[config.mk]
export PLATFORM = sky130hd
export DESIGN_NAME = unidade_controle_rodadas
export DESIGN_NICKNAME = d
export VERILOG_FILES = /design/src/rtl/unidade_controle_rodadas.sv
export SDC_FILE = /design/constraint.sdc
export NUM_CORES = 1
export LEC_CHECK = 0
export CAP_MARGIN = 20
export CORE_AREA = 5 5 42 44
export DETAILED_ROUTE_END_ITERATION = 10
export DIE_AREA = 0 0 47 49
export PLACE_DENSITY = 0.71
export SLEW_MARGIN = 20
export SYNTH_ARGS = -nofsm -noshare
export SYNTH_HDL_FRONTEND = slang
export SYNTH_SLANG_ARGS = --single-unit
export TNS_END_PERCENT = 30
[constraint.sdc]
create_clock -name clock -period 1.5 [get_ports clock]
set_clock_uncertainty 0.05 [all_clocks]
set_input_delay 0.375 -clock clock [delete_from_list [all_inputs] [get_ports clock]]
set_output_delay 0.375 -clock clock [all_outputs]
set_load 0.01 [all_outputs]
[src/rtl/unidade_controle_rodadas.sv]
// rtl/unidade_controle_rodadas.sv - Moore control unit for the round-based memory game
// Optional per-move timeout counter and esgotou state enabled by `define TIMEOUT_EN.
module unidade_controle_rodadas #(
  parameter int TIMEOUT = 5000,
  parameter int TW      = 13
) (
  input  logic       clock,
  input  logic       reset,
  input  logic       iniciar,
  input  logic       jogada,
  input  logic       igual,
  input  logic       enderecoIgualLimite,
  input  logic       fimL,
  output logic       zeraE,
  output logic       contaE,
  output logic       zeraL,
  output logic       contaL,
  output logic       zeraR,
  output logic       registraR,
  output logic       acertou,
  output logic       errou,
  output logic       timeout,
  output logic       pronto,
  output logic [3:0] db_estado
);

  if (TIMEOUT < 2 || (2 ** TW) <= TIMEOUT) begin : g_parametros_invalidos
    $error("unidade_controle_rodadas: need TIMEOUT >= 2 and 2**TW > TIMEOUT");
  end

  typedef enum logic [3:0] {
    INICIAL        = 4'h0,
    PREPARACAO     = 4'h1,
    INICIA_RODADA  = 4'h2,
    ESPERA         = 4'h3,
    REGISTRA       = 4'h4,
    COMPARACAO     = 4'h5,
    PROXIMA_JOGADA = 4'h6,
    PROXIMA_RODADA = 4'h7,
    ESGOTOU        = 4'hC,
    ERROU          = 4'hD,
    FIM_ACERTOU    = 4'hF
  } t_estado;

  t_estado r_estado;
  t_estado w_proximo;
  logic    w_esgotou;

`ifdef TIMEOUT_EN
  logic [TW-1:0] r_contador;

  assign w_esgotou = (r_contador == TW'(TIMEOUT - 1));

  // Cleared in every other state, so each espera visit restarts from zero.
  always_ff @(posedge clock or negedge reset) begin
    if (!reset) begin
      r_contador <= '0;
    end else if (r_estado != ESPERA) begin
      r_contador <= '0;
    end else if (!w_esgotou) begin
      r_contador <= r_contador + 1'b1;
    end
  end
`else
  assign w_esgotou = 1'b0;
`endif

  always_ff @(posedge clock or negedge reset) begin
    if (!reset) begin
      r_estado <= INICIAL;
    end else begin
      r_estado <= w_proximo;
    end
  end

  always_comb begin
    w_proximo = INICIAL;
    case (r_estado)
      INICIAL:        w_proximo = iniciar ? PREPARACAO : INICIAL;
      PREPARACAO:     w_proximo = INICIA_RODADA;
      INICIA_RODADA:  w_proximo = ESPERA;
      ESPERA: begin
        if (jogada)         w_proximo = REGISTRA;
        else if (w_esgotou) w_proximo = ESGOTOU;
        else                w_proximo = ESPERA;
      end
      REGISTRA:       w_proximo = COMPARACAO;
      COMPARACAO: begin
        if (!igual)                    w_proximo = ERROU;
        else if (!enderecoIgualLimite) w_proximo = PROXIMA_JOGADA;
        else if (!fimL)                w_proximo = PROXIMA_RODADA;
        else                           w_proximo = FIM_ACERTOU;
      end
      PROXIMA_JOGADA: w_proximo = ESPERA;
      PROXIMA_RODADA: w_proximo = INICIA_RODADA;
`ifdef TIMEOUT_EN
      ESGOTOU:        w_proximo = iniciar ? PREPARACAO : ESGOTOU;
`endif
      ERROU:          w_proximo = iniciar ? PREPARACAO : ERROU;
      FIM_ACERTOU:    w_proximo = iniciar ? PREPARACAO : FIM_ACERTOU;
      default:        w_proximo = INICIAL;
    endcase
  end

  always_comb begin
    zeraE     = 1'b0;
    contaE    = 1'b0;
    zeraL     = 1'b0;
    contaL    = 1'b0;
    zeraR     = 1'b0;
    registraR = 1'b0;
    acertou   = 1'b0;
    errou     = 1'b0;
    timeout   = 1'b0;
    pronto    = 1'b0;
    db_estado = r_estado;
    case (r_estado)
      INICIAL, PREPARACAO: begin
        zeraE = 1'b1;
        zeraL = 1'b1;
        zeraR = 1'b1;
      end
      INICIA_RODADA:  zeraE = 1'b1;
      ESPERA, COMPARACAO: ;
      REGISTRA:       registraR = 1'b1;
      PROXIMA_JOGADA: contaE = 1'b1;
      PROXIMA_RODADA: contaL = 1'b1;
`ifdef TIMEOUT_EN
      ESGOTOU: begin
        timeout = 1'b1;
        pronto  = 1'b1;
      end
`endif
      ERROU: begin
        errou  = 1'b1;
        pronto = 1'b1;
      end
      FIM_ACERTOU: begin
        acertou = 1'b1;
        pronto  = 1'b1;
      end
      default: db_estado = 4'hE;
    endcase
  end

endmodule
==> flow_summary.json <==
{
  "cellInternalPower_mw": 0.740,
  "core_mm2": 0.00140,
  "die_height_um": 49,
  "drt_iter0_drc": 2,
  "synthTopCellsByCount": "nor2_1 (5), dfrtp_1 (4), nand2_1 (4)",
  "ys_top_cells_by_area": "dfrtp_1 (27%), buf_4 (6.1%), nor2_1 (5.1%)",
  "worstHoldPathType": "primary input to asynchronous set/reset pin",
  "synth_edf_count": 0,
  "switchingPower_mw": 0.508,
  "final_hold_viol_count": 0,
  "ys_dominant_reg_cell": "dfrtp_1",
  "pre_cts_slack_ns": -0.299,
  "cts_htree_levels": 1,
  "setup_viol": 10,
  "max_stage_delay_ns": 0.43,
  "status": "finished, violations left",
  "min_period_ns": 1.62,
  "num_vias": 461,
  "layout.cells.non_filler": 96,
  "power_leakage_nw": 0.343,
  "post-place-cells": 88,
  "gp_congestion": 0.806,
  "slowest_stage": "dfrtp_2",
  "nets": 89,
  "largest_register": "r_estado",
  "peakVddDrop_mv": 0.670,
  "largest_reg_flops": 4,
  "synth_top_cell_by_area": "dfrtp_1",
  "antenna_cells": 0,
  "swShare_pct": 40.7,
  "die_w_um": 47,
  "grt_max_degree": 12,
  "dpl.hpwl_um": 864,
  "port_buffers": 19,
  "clk_path_buf_depth": 2,
  "crit_top_cell": "buf_6",
  "yosysWarningCount": 0,
  "largestRegisters": "r_estado: 4 flops",
  "grt_use_total_pct": 12.5,
  "clkLatencyLatePin_ns": 0.24,
  "worstSetupEndpointType": "primary output",
  "rows": 14,
  "cts.clk_slew.worst_paths_ns": 0.04,
  "dieArea_mm2": 0.00230,
  "rsz0062_at_grt": "yes",
  "crit_chain": "buf_6, buf_6, o21a_1, buf_2",
  "crit_family": "flip-flops",
  "cts_tree": "yes",
  "violations": "negative setup slack",
  "postSynth.asyncResetShare_pct": 100,
  "utilization_pct": 49.8,
  "drive_gt1_share_pct": 61.3,
  "cp.depth": 4,
  "fin_ws_ns": -0.121,
  "cts.sinks": 4,
  "finalWirelength_mm": 1.24,
  "power_frac_comb_pct": 69.8,
  "synth-seq-area-share_pct": 26.9,
  "seqPwrFrac_pct": 19.0,
  "ys_seq_elements": 4,
  "syn_to_final_growth_pct": 87.9,
  "post-synth-top-count-cell": "nor2_1",
  "synthesis.nets": 54,
  "fin_setup_tns_ns": -0.774,
  "finalPower_mw": 1.25,
  "routedWlPerCell_um": 13.0,
  "synth_top_area_share_pct": 26.9,
  "p_clk_share_pct": 11.1,
  "finalCritPeriodShare_pct": 108,
  "power-per-cell-area_mw_per_mm2": 1790,
  "ios": 21,
  "grt_pass1_wl_mm": 2.02,
  "firstDrtPassIters": 2,
  "drc": 0,
  "fmax_ghz": 0.617,
  "antenna_found_initial": 0,
  "grt_overflow": 0,
  "critical_path_class": "flop to primary output",
  "crit_buf_inv": 3,
  "worst_ep_arrival_time_ns": 1.20,
  "syn_avg_cell_area_um2": 7.91,
  "final_area_um2": 698,
  "syn_inst": 47,
  "cts_buffers": 3,
  "cp.required_ns": 1.07,
  "max_cap_viol_count": 0,
  "place_area_um2": 636,
  "final_max_slew_viol_count": 0,
  "postRouteAntennaNets": 0,
  "start_kind": "flop",
  "cts_root_buf": "clkbuf_4",
  "initial_core_util_pct": 26.5,
  "fin_hold_ws_ns": 0.276,
  "grt_pass1_vias": 428,
  "crit_fanout": 4,
  "viasPerCell": 4.80,
  "synth.distinct_cells": 28,
  "reg2reg_depth": 6,
  "synth_area_um2": 372
}
[repair_timing]
action                     CTS  global route
hold buffers                 0             0
setup buffers                5             1
setup endpoints to repair   13            15
pin swaps                    6             1
resized for setup           61            10
[logic make-up after synthesis]
group,Yosys count,share of synthesized area (%)
AO/OA/AOI/OAI,13,25.6
flip-flops,4,26.9
buffers and inverters,10,17.5
AND/OR/NAND/NOR,19,29.0
other,1,1.01
[area by class of cell]
type	count	area, µm²
Multi-Input combinational cell	33	245
Clock buffer	3	22.5
Tap cell	16	20.0
Timing Repair Buffer	37	295
Sequential cell	4	104
Fill cell	142	703
Inverter	3	11.3
[worst reg2reg max path, cell delays in order, from the launching register on]
cell	delay, ns
dfrtp_2	0.43
buf_6	0.14
buf_6	0.11
buf_4	0.13
and3b_1	0.17
a22o_1	0.22
a32o_1	0.22
[path summary, 6_finish.rpt]
| kind | startpoint | to | slack (ns) |
|---|---|---|---|
| worst max-delay path | r_estado[2] | db_estado[0] | -0.12 |
| worst min-delay path | reset | r_estado[0] | 0.28 |
| worst max register to register | r_estado[2] | r_estado[1] | -0.08 |
| worst min register to register | r_estado[3] | r_estado[2] | 0.62 |
| max in group asynchronous | reset | r_estado[1] | 0.94 |
| min in group clock | r_estado[3] | r_estado[2] | 0.62 |
[cells in the final DEF, fill, tap and decap left out, drive strengths merged]
| cell type | n |
|---|---|
| a21o | 1 |
| o211ai | 1 |
| or2b | 2 |
| or2 | 1 |
| a2bb2oi | 1 |
| a211o | 2 |
| a22o | 1 |
| nand2 | 4 |
| a32o | 1 |
| nor3 | 1 |
| nor3b | 1 |
| nand3b | 1 |
| o21a | 1 |
| o21ai | 3 |
| and4bb | 1 |
| conb | 1 |
| buf | 29 |
| clkdlybuf4s50 | 6 |
| and3b | 1 |
| nor2 | 5 |
| and2 | 1 |
| nand3 | 1 |
| a21oi | 2 |
| clkbuf | 5 |
| inv | 3 |
| dfrtp | 4 |
[power groups by stage]
stage          clock, mW  combinational (mW)  sequential [mW]
2_1_floorplan          0               0.455            0.181
3_3_place_gp           0               0.797            0.218
3_5_place_dp           0               0.812            0.222
4_1_cts            0.138               0.867            0.234
5_1_grt            0.158               0.946            0.245
6_report           0.139               0.871            0.238
[routing by layer]
layer	up-vias	global-route usage, %	share of wire [%]
met3	5	2.58	6.8
met4	0	9.68	3.1
met1	217	13.7	38
li1	224	-	-
met2	15	19.7	52
met5	-	0	0
Power figures use the tool's default switching activity.
